==> src/rtl/seg7_scan_driver.sv <==
// Time-multiplexed hex display driver. Scans NDIGITS nibbles onto a shared segment bus
// with tear-free double-buffered loads, leading-zero blanking, decimal points and blink.
module seg7_scan_driver #(
    parameter int NDIGITS      = 4,
    parameter int SCAN_DIV     = 4,
    parameter int BLINK_FRAMES = 8
) (
    input  logic                   clk_2,
    input  logic                   reset,
    input  logic [4*NDIGITS-1:0]   value,
    input  logic                   load,
    input  logic [NDIGITS-1:0]     dp,
    input  logic                   blank_lz,
    input  logic                   blink_en,
    output logic [7:0]             SEG,
    output logic [NDIGITS-1:0]     digit_sel,
    output logic                   frame_done
);
    localparam int PW = (SCAN_DIV > 1) ? $clog2(SCAN_DIV) : 1;
    localparam int IW = (NDIGITS > 1) ? $clog2(NDIGITS) : 1;
    localparam int BW = (BLINK_FRAMES > 1) ? $clog2(BLINK_FRAMES) : 1;
    localparam logic [PW-1:0] PRE_LAST   = PW'(SCAN_DIV - 1);
    localparam logic [IW-1:0] IDX_LAST   = IW'(NDIGITS - 1);
    localparam logic [BW-1:0] BLINK_LAST = BW'(BLINK_FRAMES - 1);

    logic [PW-1:0]          pre_reg;
    logic [IW-1:0]          idx_reg;
    logic [BW-1:0]          blink_cnt_reg;
    logic                   blink_phase_reg;
    logic [4*NDIGITS-1:0]   shadow_reg;
    logic [NDIGITS-1:0]     shadow_dp_reg;
    logic [4*NDIGITS-1:0]   active_reg;
    logic [NDIGITS-1:0]     dp_act_reg;
    logic                   pending_reg;
    logic                   wrap_reg;

    logic                   scan_tc;
    logic                   boundary;
    logic [3:0]             act_nib [NDIGITS];
    logic [NDIGITS-1:0]     blank_mask;
    logic [3:0]             cur_nib;
    logic [6:0]             glyph;
    logic [7:0]             seg_next;
    logic [NDIGITS-1:0]     sel_next;

    assign scan_tc  = (pre_reg == PRE_LAST);
    assign boundary = scan_tc && (idx_reg == IDX_LAST);

    // A digit is a leading zero when it and every more significant nibble are zero.
    genvar gi;
    generate
        for (gi = 0; gi < NDIGITS; gi++) begin : g_digit
            assign act_nib[gi] = active_reg[4*gi +: 4];
            if (gi == 0) begin : g_units
                assign blank_mask[gi] = 1'b0;
            end else begin : g_upper
                assign blank_mask[gi] = blank_lz && (active_reg[4*NDIGITS-1:4*gi] == '0);
            end
        end
    endgenerate

    always_comb begin
        cur_nib = act_nib[idx_reg];
        case (cur_nib)
            4'h0: glyph = 7'h3F;
            4'h1: glyph = 7'h06;
            4'h2: glyph = 7'h5B;
            4'h3: glyph = 7'h4F;
            4'h4: glyph = 7'h66;
            4'h5: glyph = 7'h6D;
            4'h6: glyph = 7'h7D;
            4'h7: glyph = 7'h07;
            4'h8: glyph = 7'h7F;
            4'h9: glyph = 7'h6F;
            4'hA: glyph = 7'h77;
            4'hB: glyph = 7'h7C;
            4'hC: glyph = 7'h39;
            4'hD: glyph = 7'h5E;
            4'hE: glyph = 7'h79;
            default: glyph = 7'h71;
        endcase
        seg_next = {dp_act_reg[idx_reg], blank_mask[idx_reg] ? 7'h00 : glyph};
        if (blink_en && blink_phase_reg) begin
            seg_next = 8'h00;
        end
        sel_next = '0;
        sel_next[idx_reg] = 1'b1;
    end

    always_ff @(posedge clk_2 or posedge reset) begin
        if (reset) begin
            pre_reg         <= '0;
            idx_reg         <= '0;
            blink_cnt_reg   <= '0;
            blink_phase_reg <= 1'b0;
            shadow_reg      <= '0;
            shadow_dp_reg   <= '0;
            active_reg      <= '0;
            dp_act_reg      <= '0;
            pending_reg     <= 1'b0;
            wrap_reg        <= 1'b0;
            SEG             <= 8'h00;
            digit_sel       <= '0;
            frame_done      <= 1'b0;
        end else begin
            pre_reg <= scan_tc ? '0 : pre_reg + PW'(1);
            if (scan_tc) begin
                idx_reg <= (idx_reg == IDX_LAST) ? '0 : idx_reg + IW'(1);
            end

            if (boundary) begin
                if (blink_cnt_reg == BLINK_LAST) begin
                    blink_cnt_reg   <= '0;
                    blink_phase_reg <= ~blink_phase_reg;
                end else begin
                    blink_cnt_reg <= blink_cnt_reg + BW'(1);
                end
            end

            // Display data only changes at the frame boundary; a load on that cycle bypasses the shadow.
            if (load) begin
                shadow_reg    <= value;
                shadow_dp_reg <= dp;
            end
            if (boundary && load) begin
                active_reg  <= value;
                dp_act_reg  <= dp;
                pending_reg <= 1'b0;
            end else if (boundary && pending_reg) begin
                active_reg  <= shadow_reg;
                dp_act_reg  <= shadow_dp_reg;
                pending_reg <= 1'b0;
            end else if (load) begin
                pending_reg <= 1'b1;
            end

            wrap_reg   <= boundary;
            frame_done <= wrap_reg;
            SEG        <= seg_next;
            digit_sel  <= sel_next;
        end
    end
endmodule
==> config.mk <==
export PLATFORM = sky130hd
export DESIGN_NAME = seg7_scan_driver
export DESIGN_NICKNAME = d
export VERILOG_FILES = /design/src/rtl/seg7_scan_driver.sv
export SDC_FILE = /design/constraint.sdc
export NUM_CORES = 1
export LEC_CHECK = 0
export CAP_MARGIN = 0
export CORE_ASPECT_RATIO = 0.6
export CORE_UTILIZATION = 30
export DETAILED_ROUTE_END_ITERATION = 6
export PLACE_DENSITY_LB_ADDON = 0.05
export REMOVE_ABC_BUFFERS = 1
export SLEW_MARGIN = 20
export SYNTH_ARGS = -nofsm -noshare
export SYNTH_HDL_FRONTEND = slang
export SYNTH_SLANG_ARGS = --single-unit
export TNS_END_PERCENT = 10
==> constraint.sdc <==
create_clock -name clk_2 -period 3.81 [get_ports clk_2]
set_input_delay 0.762 -clock clk_2 [delete_from_list [all_inputs] [get_ports clk_2]]
set_output_delay 0.762 -clock clk_2 [all_outputs]
set_load 0.01 [all_outputs]
# Yosys cells after proc, flatten, opt, wreduce, memory -nomap -nowiden
# Memory sizes are Yosys's and may differ from the RTL's.
# Index checks and enable logic that the tools add are counted.
# word_totals
n_memories	1
register_bits	63
inputBits	25
rom_bits	112
mem_bits_rw	0
latch_bits	0
word_cells	60
# op_classes
addsub	3
n_eq_ne	3
muxes	21
bitwise_logic	2
n_shift	0
multipliers	0
n_reduce_logical	14
div_mod_pow	0
magnitude_cmp	3
# mem_list
name	words	width	read_ports	rd_ports_with_merged_regs	write_ports	line_no	rtl
(name not given)	16	7	1	0	0	64	case (cur_nib)
# op_table
op	count
two-way mux 16 bit	2
two-way mux 4 bit	4
logical NOT 12 bit	1
binary-select mux 4 bit (select 2 bit)	1
logical AND 1 bit	8
logical NOT 8 bit	1
two-way mux 8 bit	1
two-way mux 7 bit	1
two-way mux 1 bit	6
adder 2 x 1 -> 2 bit, second input constant	2
binary-select mux 1 bit (select 2 bit)	2
equality test 2 bit, second input constant	2
logical NOT 4 bit	1
two-way mux 2 bit	2
adder 3 x 1 -> 3 bit, second input constant	1
equality test 3 bit, second input constant	1
>= comparator 3 bit, second input constant	1
< comparator 2 x 3 -> 1 bit, second input constant	1
two-way mux 3 bit	1
inverter 2 -> 3 bit	1
nonzero test 3 bit	1
demux 1 bit (select 2 bit)	1
>= comparator 2 x 1 -> 1 bit, second input constant	1
AND reduction 2 bit	1
other kinds (2)	2

# Depth between registers and ports, before layout
# Gate-level depths: netlist (run 1).
# An unclocked memory read counts as a cell.
# depth
depth_word	7
depth_mapped	9
ltp_nobuf	7

# Least setup slack after synthesis (run 1)
# OpenSTA, ideal clock, no wires.
# synth_timing
path_type	reg2reg
startpoint	register idx_reg[0]
endpoint	register SEG[0]
stages_incl_launch_ff	10
setup_time_ns	0.130
arrival_ns	2.056
slack_ns	1.624
t_required_ns	3.680
path_cell_list	dfrtp_1 buf_2 mux4_1 inv_1 ha_1 buf_2 mux2i_1 a211oi_1 a21o_1 a21oi_2
# synth_between
elab_chain_cells	7
elab_cells_between_ends	9
cone_classes	mux: 7; bitwise: 1; memory: 1
# synth_rtl
item	line_no	rtl
start: declaration	27	logic [IW-1:0] idx_reg;
start signal: assignment	108	idx_reg <= (idx_reg == IDX_LAST) ? '0 : idx_reg + IW'(1);
inverter 2 -> 3 bit (not written as such)	63	cur_nib = act_nib[idx_reg];
binary-select mux 4 bit (select 2 bit)	63	
two-way mux 4 bit (not written as such) (2 in a row)	63	
memory read (16 x 7 bit)	--	
two-way mux 7 bit (*)	82	seg_next = {dp_act_reg[idx_reg], blank_mask[idx_reg] ? 7'h00 : glyph};
two-way mux 8 bit (*)	83	if (blink_en && blink_phase_reg) begin
via seg_next[0]	43	logic [7:0] seg_next;
end signal: assignment	139	SEG <= seg_next;
end: declaration	15	output logic [7:0] SEG,
# The timed path passes the listed nets; every way through them passes the cells marked *. The select of a mux whose other input is x is not followed.
# A chain may end at the register's enable or synchronous reset.

# Worst setup path in the final report (run 1)
# Ends and elaborated chain as after synthesis.

==> results by stage, run 1 <==
Run status:
- The run finished with clean final reports.

Floorplanning:
- The top-level I/O count is 38.
- The area of the core is 0.00932 mm².
- Row generation in the floorplan step produced 27 rows.
- The effective utilization at floorplan is 31.4%.
- Measured along the y axis, the die boundary spans 78.5 µm.
- The overall die area is slightly above 0.01 mm².
- From left edge to right edge, the die measures 130 µm.

STA:
- The number of endpoints with negative hold slack in the final report is 0.
- The sum of negative setup slack is 0 ns.
- On the final layout, the worst clock skew is 0.00539 ns.
- The upper clock frequency limit is about 0.40 GHz.
- The minimum clock period after layout is roughly 2.5 ns.
- At the pin with the least slew margin, the transition time is 0.634 ns.
- The max-slew violation total from the final report is 0.
- Of the available clock period, the critical path in the final layout requires 65.4%.
- The worst pin sits at a relative slew slack of 57.7%.
- Setup repair after global routing left no endpoint under its margin.
- Setup violations remaining at the end of the flow were counted as 0.

Worst hold path:
- The worst min-delay path category is flip-flop to flip-flop.
- The capture endpoint of the worst hold path is frame_done$_DFF_PP0_.
- The startpoint identified for the worst hold timing path is wrap_reg$_DFF_PP0_.
- The worst hold path passes through 0 cells.

Synth:
- Synthesis inferred 63 register bits.
- In this run the cell area of the synthesized design comes to 0.00293 mm².
- The number of enable-type register cells in the synthesized netlist is 0.
- The most common flop cell mapped by yosys is sky130_fd_sc_hd__dfrtp_1.
- During synthesis, Yosys emitted a total of 0 warnings.
- After synthesis, the share of flip-flops with an asynchronous set or reset is 100%.
- After technology mapping, the gate count stands at roughly 240.
- Sequential elements use 53.8% of the synthesized area.
- The per-instance average area after synthesis is 12.4 µm².
- The number of unique standard cell types used by synthesis is 35.

Clock network:
- The maximum clock insertion buffer count is 2.
- The number of buffers inserted to repair setup after CTS is 0.
- The H-tree generated during clock tree synthesis spans 3 levels.
- TritonCTS created 9 clock buffers.
- At the later pin of the worst-skew pair, clock insertion delay measures 0.33 ns.
- The quantity of hold-fixing buffers added after cts is 0.
- The clock transition at the register clock pins on the worst setup and hold paths after CTS is ~0.05 ns.
- The number of gates given a new drive strength after cts is 0.
- Clock tree synthesis selected as its root buffer the cell sky130_fd_sc_hd__clkbuf_16.
- The tree built by TritonCTS fans out to 63 sinks.
- TritonCTS built the clock tree.

Setup path:
- The data required time at the worst endpoint is ~4 ns.
- The endpoint of the most critical register-to-register path is SEG[0]$_DFF_PP0_.
- The cell depth of the worst flop-to-flop path is 7.
- In this run the worst path has a maximum fanout of 9.
- The reg2reg setup slack is ~1.3 ns.
- For the worst setup path, the data arrival time is 2.69 ns.
- The worst setup path is launched from a flip-flop.
- The type of destination of the critical path is a flip-flop.
- The setup path with the least slack is of type flip-flop to flip-flop.
- In this run the critical register-to-register path is launched from idx_reg[0]$_DFFE_PP0N_.

Cells and area:
- Leaving out fill and tap cells, the most frequent cell in the layout is sky130_fd_sc_hd__dfrtp_1.
- The number of nets in the finished design is between 300 and 400.
- Leaving out fill and tap cells, the most frequent cells in the layout are 63 x sky130_fd_sc_hd__dfrtp_1, 37 x sky130_fd_sc_hd__clkdlybuf4s50_1, 30 x sky130_fd_sc_hd__nand2_1, 25 x sky130_fd_sc_hd__mux2_2, 23 x sky130_fd_sc_hd__o21ai_0.
- The filler cells instantiated in the layout total between 900 and 1k.
- The fraction of final layout cells with drive strength greater than 1 is 19.3%.
- The number of standard cells in the layout, taps in and fillers out is 415.
- 0 antenna diodes ended up in the layout.
- The area growth from synthesis to layout is 27.8%.

Global routing:
- The residual overflow from global routing is 0.
- The pin count of the biggest net entering global routing is 29.
- The initial antenna violation count is 0.
- The first global-routing pass estimated between 10000 and 15000 µm of wire.
- The global-route total usage across every layer is around 14%.
- The number of global-route vias before repair is 1969.

Routing:
- The pre-antenna-repair detailed-routing pass consisted of 4 iterations.
- After detailed routing, the total wire length is approximately 6200 µm.
- After detailed routing, the average wire length per cell comes to about 15 µm.
- The detailed router placed 1915 vias in this run.
- The count of antenna-violating nets left after detailed routing is 0.
- The detailed router's first-iteration violation count is 95.
- After detailed routing, the number of vias per cell comes to 4.61.
- The post-detailed-route DRC marker count is 0.

Job:
- Max-cap violations in this run came to 0.

Placement:
- Routability-driven placement finished with a final weighted congestion of 0.733.
- After legalization and detailed placement, the total HPWL measured between 4000 and 5000 µm.
- The number of buffer cells added on primary ports is 37.
- In this run, placement finished with an instance count of 399.

Power and ir drop:
- The total power per unit cell area is ~470 mW/mm².
- The analysis attributes to cell leakage a power of about 1.7 nW.
- VDD sags by at most 0.225 mV.
- The total power draw is 0.00177 W.
-- report_power, final --
group | internal (W) | switching, W | leakage [nW]
registers | 0.000726 | 0.0000306 | 0.736
logic | 0.000112 | 0.0000945 | 0.816
clock network | 0.000523 | 0.000284 | 0.140
-- cells in the mapped netlist (2+ instances only) --
master                     number  area share [%]
sky130_fd_sc_hd__nand3_1        2            0.34
sky130_fd_sc_hd__a311oi_1       4             1.2
sky130_fd_sc_hd__a21o_1         2            0.51
sky130_fd_sc_hd__o21ai_2        3            0.90
sky130_fd_sc_hd__mux2i_1       21             7.2
sky130_fd_sc_hd__nand2_1       30             3.8
sky130_fd_sc_hd__clkbuf_1       4            0.51
sky130_fd_sc_hd__inv_1          5            0.64
sky130_fd_sc_hd__a211oi_1       2            0.51
sky130_fd_sc_hd__nor2_1         4            0.51
sky130_fd_sc_hd__nor3_1         3            0.51
sky130_fd_sc_hd__o21ai_0       23             3.9
sky130_fd_sc_hd__buf_2          4            0.68
sky130_fd_sc_hd__nor4_1         2            0.43
sky130_fd_sc_hd__mux4_1         3             2.7
sky130_fd_sc_hd__dfrtp_1       63              54
sky130_fd_sc_hd__mux2_4         3             1.5
sky130_fd_sc_hd__a21oi_1        3            0.51
sky130_fd_sc_hd__buf_6          2            0.77
sky130_fd_sc_hd__mux2_2        25             9.6
sky130_fd_sc_hd__a221oi_1       2            0.60
sky130_fd_sc_hd__ha_1          13             5.6
-- worst max-delay path, stage by stage, from the launching register on --
cell and delay [ns]:
sky130_fd_sc_hd__dfrtp_1 0.56, sky130_fd_sc_hd__mux4_1 0.75, sky130_fd_sc_hd__inv_1 0.16, sky130_fd_sc_hd__ha_1 0.34
sky130_fd_sc_hd__mux2i_1 0.12, sky130_fd_sc_hd__a211oi_1 0.26, sky130_fd_sc_hd__a21o_1 0.12, sky130_fd_sc_hd__a21oi_2 0.04
-- cells by family after synthesis --
| kind of cell | count (synthesis) | synth area share (%) |
|---|---|---|
| buffers and inverters | 17 | 2.86 |
| DFF | 63 | 53.8 |
| and+or+nand+nor | 48 | 7.27 |
| AOI/OAI and AO/OA | 41 | 8.68 |
| muxes | 53 | 21.5 |
| xor gates and xnor gates | 1 | 0.299 |
| adders and majority gates | 13 | 5.56 |
-- worst max path at each step --
stage / to / depth (start not counted) / slack (ns) / startpoint
detailed placement: dp_act_reg[1]$_DFFE_PP0N_ / 4 / 1.26 / load
global route: SEG[0]$_DFF_PP0_ / 7 / 1.20 / idx_reg[0]$_DFFE_PP0N_
finish: SEG[0]$_DFF_PP0_ / 7 / 1.32 / idx_reg[0]$_DFFE_PP0N_
global placement: dp_act_reg[2]$_DFFE_PP0N_ / 4 / 1.25 / load
CTS: SEG[0]$_DFF_PP0_ / 7 / 1.33 / idx_reg[0]$_DFFE_PP0N_
floorplan: SEG[0]$_DFF_PP0_ / 1 / 1.48 / reset
-- per-layer routing --
metal  up-vias  track usage (%)  routed length, µm
li1        930                -                  -
met1       942             21.0               3460
met2        35             17.8               2420
met3         8             4.77                254
met4         0             6.05                 92
met5         -                0                  0
-- final cells by class --
type	instances	area, µm²	share of cell area (%)
clock buffer	13	250	6.69
clock inverter	3	42.5	1.14
inverter	7	26.3	0.702
multi-input combinational	156	1270	33.9
sequential	63	1580	42.1
tap	130	163	4.35
timing repair buffer	43	415	11.1
-- metrics by stage --
stage               hold slack [ns]  area [µm²]  utilization [%]  worst slack (ns)
floorplan                     0.331        2870                -              1.48
global placement              0.403        3450             37.0              1.25
detailed placement            0.351        3450             37.0              1.26
CTS                           0.386        3740             40.1              1.33
global route                  0.390        3740             40.1              1.20
finish                        0.385        3740             40.1              1.32
No activity file was read; power rests on OpenSTA's default activity.
==> run 2, diff against run 1 <==
==> constraint.sdc (replaced) <==
create_clock -name clk_2 -period 2.33 [get_ports clk_2]
set_input_delay 0.466 -clock clk_2 [delete_from_list [all_inputs] [get_ports clk_2]]
set_output_delay 0.466 -clock clk_2 [all_outputs]
set_load 0.01 [all_outputs]
==> run 2 against run 1 <==
  * Via count decreased by 0.10%
  * Critical endpoint unchanged
  * Sequential power up 62%
  * Worst hold slack got worse by 0.010 ns
  * Sequential cell count stayed put
  * Largest power group unchanged
  * Sequential share of layout area decreased by 1.3 points
==> results by stage, run 2 (synthesis gave the netlist of run 1 again) <==
Run status:
- The run finished with clean final reports.

Floorplanning:
- The area of the core came to 0.00932 mm² (unchanged).
- The die outline height is 78.5 µm (unchanged).
- The effective utilization at floorplan was 31.4% (unchanged).
- The top-level I/O count came to 38 (unchanged).
- The number of cell rows is 27 (unchanged).
- The overall die area is 0.0102 mm² (unchanged).
- The width of the chip is 130 µm (unchanged).

Global routing:
- The number of global-route vias before repair was 1902 (-3.4%).
- The global-route total usage across every layer came to 13.6% (-0.46 points).
- The pin count of the biggest net entering global routing was 35 (+21%).
- The wire length of the first global-routing pass is 10000 µm (-3.0%).
- The initial antenna violation count was 0 (unchanged).
- The residual overflow from global routing was 0 (unchanged).

Clock network:
- The root buffer cell chosen for the clock tree is sky130_fd_sc_hd__clkbuf_16.
- The maximum clock insertion buffer count is 2 (unchanged).
- The clock latency at the later pin of the worst-skew pair is 0.33 ns (about the same).
- The quantity of hold-fixing buffers added after cts is 0 (unchanged).
- The clock sink count is 63 (unchanged).
- The number of H-tree levels is 3 (unchanged).
- The clock transition at the register clock pins on the worst setup and hold paths after CTS came to 0.05 ns (about the same).
- The number of buffers inserted to repair setup after CTS is 0 (unchanged).
- TritonCTS built the clock tree.
- The number of gates given a new drive strength after cts is 0 (unchanged).
- The clock buffer count from CTS came to 9 (unchanged).

Cells and area:
- The fraction of final layout cells with drive strength greater than 1 is 20.5% (+1.2 points).
- The most frequent standard cell in the layout excluding fill and tap cells is sky130_fd_sc_hd__dfrtp_1.
- The number of antenna diodes is 0 (unchanged).
- The core utilization of the finished layout came to 41.4% (+1.3 points).
- The number of nets in the finished design is 321 (+0.94%).
- The number of standard cells in the layout, taps in and fillers out is 418 (+0.72%).
- The area growth from synthesis to layout is 31.8%.
- In the layout the commonest cells are 63 x sky130_fd_sc_hd__dfrtp_1, 37 x sky130_fd_sc_hd__clkdlybuf4s50_1, 30 x sky130_fd_sc_hd__nand2_1, 25 x sky130_fd_sc_hd__mux2_2, 23 x sky130_fd_sc_hd__o21ai_0.

Placement:
- The number of buffer cells added on primary ports is 37 (unchanged).
- The final weighted congestion of routability-driven global placement came to 0.803 (+9.6%).
- The post-placement cell count is 402 (+0.75%).
- The sum of net half-perimeters after detailed placement is 4320 µm (-2.5%).

Routing:
- The per-cell via count in the routed design is 4.58 (-0.82%).
- The total via count after detailed routing was 1913 (-0.10%).
- The wire length after detailed routing was 6070 µm (-2.6%).
- The number of optimization iterations in the first detailed-route pass is 4 (unchanged).
- The count of antenna-violating nets left after detailed routing is 0 (unchanged).
- The post-detailed-route DRC marker count is 0 (unchanged).
- The detailed router's first-iteration violation count is 75 (-21%).
- The routed wirelength normalized by instance count is 14.5 µm (-3.3%).

STA:
- The final critical-path share of the clock period is 90.1% (+25 points).
- The relative max-transition margin was 63.5% (+5.8 points).
- The minimum clock period after layout was 2.10 ns (-0.393 ns).
- The final count of negative-setup-slack endpoints was 0 (unchanged).
- The max-slew violation total from the final report came to 0 (unchanged).
- The sum of negative setup slack is 0 ns (unchanged).
- The slew at the pin closest to its max-slew limit is 0.547 ns (-0.0874 ns).
- The worst setup skew after layout is 0.00436 ns (-0.00104 ns).
- The number of endpoints with negative hold slack in the final report is 0 (unchanged).
- The upper clock frequency limit is 0.476 GHz (+19%).
- Setup repair after global routing left no endpoint under its margin.

Job:
- The max-cap check violation count was 0 (unchanged).

Setup path:
- The data required time at the worst endpoint is 2.53 ns (-1.48 ns).
- The arrival time reported for the critical path endpoint was 2.30 ns (-0.39 ns).
- The peak fanout along the critical path came to 8 (-1).
- STA classifies the critical path startpoint as a flip-flop.
- The slowest stage cell on the critical path is sky130_fd_sc_hd__mux4_1.
- The type of destination of the critical path is a flip-flop.
- The largest stage delay on the critical path is 0.60 ns (-0.15 ns).
- Traced cell by cell, the critical path runs through mux4_1, inv_1, ha_1, mux2i_1, a211oi_1, a21o_1, a21oi_2.
- The type of the setup path with the least slack is flip-flop to flip-flop.

Power and ir drop:
- The total power per unit cell area is 789 mW/mm² (+67%).
- The peak ir drop on the vdd network is 0.320 mV (+42%).
- The leakage power figure is 1.76 nW (+3.7%).

Worst hold path:
- The worst hold path belongs to the class flip-flop to flip-flop.
-- run 2: cell types whose count changed in the layout (fill, tap and decap cells not counted), sizes merged --
cell      before  now
clkinvlp       1    0
buf            6    9
bufinv         1    2
-- run 2: critical path, delay by kind of cell (launching register included) --
kind	cells	cell delay, ns
fa+ha+maj	1	0.33
compound gates	3	0.41
buf+inv	1	0.13
mux	2	0.72
flops	1	0.38
-- run 2: final timing paths --
kind / end / cells after the start / start / slack, ns
min in group asynchronous: blink_cnt_reg[0]$_DFFE_PP0N_ / 2 / reset / 0.51
setup / recovery: SEG[0]$_DFF_PP0_ / 7 / idx_reg[0]$_DFFE_PP0N_ / 0.23
max in group asynchronous: SEG[1]$_DFF_PP0_ / 3 / reset / 1.31
hold reg to reg: frame_done$_DFF_PP0_ / 0 / wrap_reg$_DFF_PP0_ / 0.38
hold / removal: frame_done$_DFF_PP0_ / 0 / wrap_reg$_DFF_PP0_ / 0.38
setup reg to reg: SEG[0]$_DFF_PP0_ / 7 / idx_reg[0]$_DFFE_PP0N_ / 0.23
-- run 2: metrics by stage --
stage / setup slack [ns] / cell area (µm²) / total power (W) / hold slack, ns
final: 0.231 / 3860 / 0.00305 / 0.375
after global routing: 0.0262 / 3860 / 0.00319 / 0.407
after CTS: 0.231 / 3860 / 0.00309 / 0.379
after detailed placement: 0.243 / 3530 / 0.00161 / 0.346
after global placement: 0.289 / 3530 / 0.00161 / 0.370
after floorplan: 0.155 / 2870 / 0.00144 / 0.331
-- run 2: area by class of cell --
class                           count  area [µm²]
Fill cell                         900        5470
Sequential cell                    63        1580
Multi-Input combinational cell    156        1270
Timing Repair Buffer               46         500
Clock buffer                       13         260
Tap cell                          130         163
Clock inverter                      3        65.1
Inverter                            7        26.3
-- run 2: report_power, final --
part,internal (W),total [W],switching (W)
registers,0.00119,0.00123,0.0000464
clock network,0.000993,0.00146,0.000469
logic,0.000192,0.000349,0.000157
-- run 2: metal layers --
layer  up-vias  wire length (µm)  track usage [%]
met2        36              2500             18.5
met3         8               320             5.66
met1       926              3180             19.2
met4         0                75             4.53
li1        943                 -                -
met5         -                 0                0
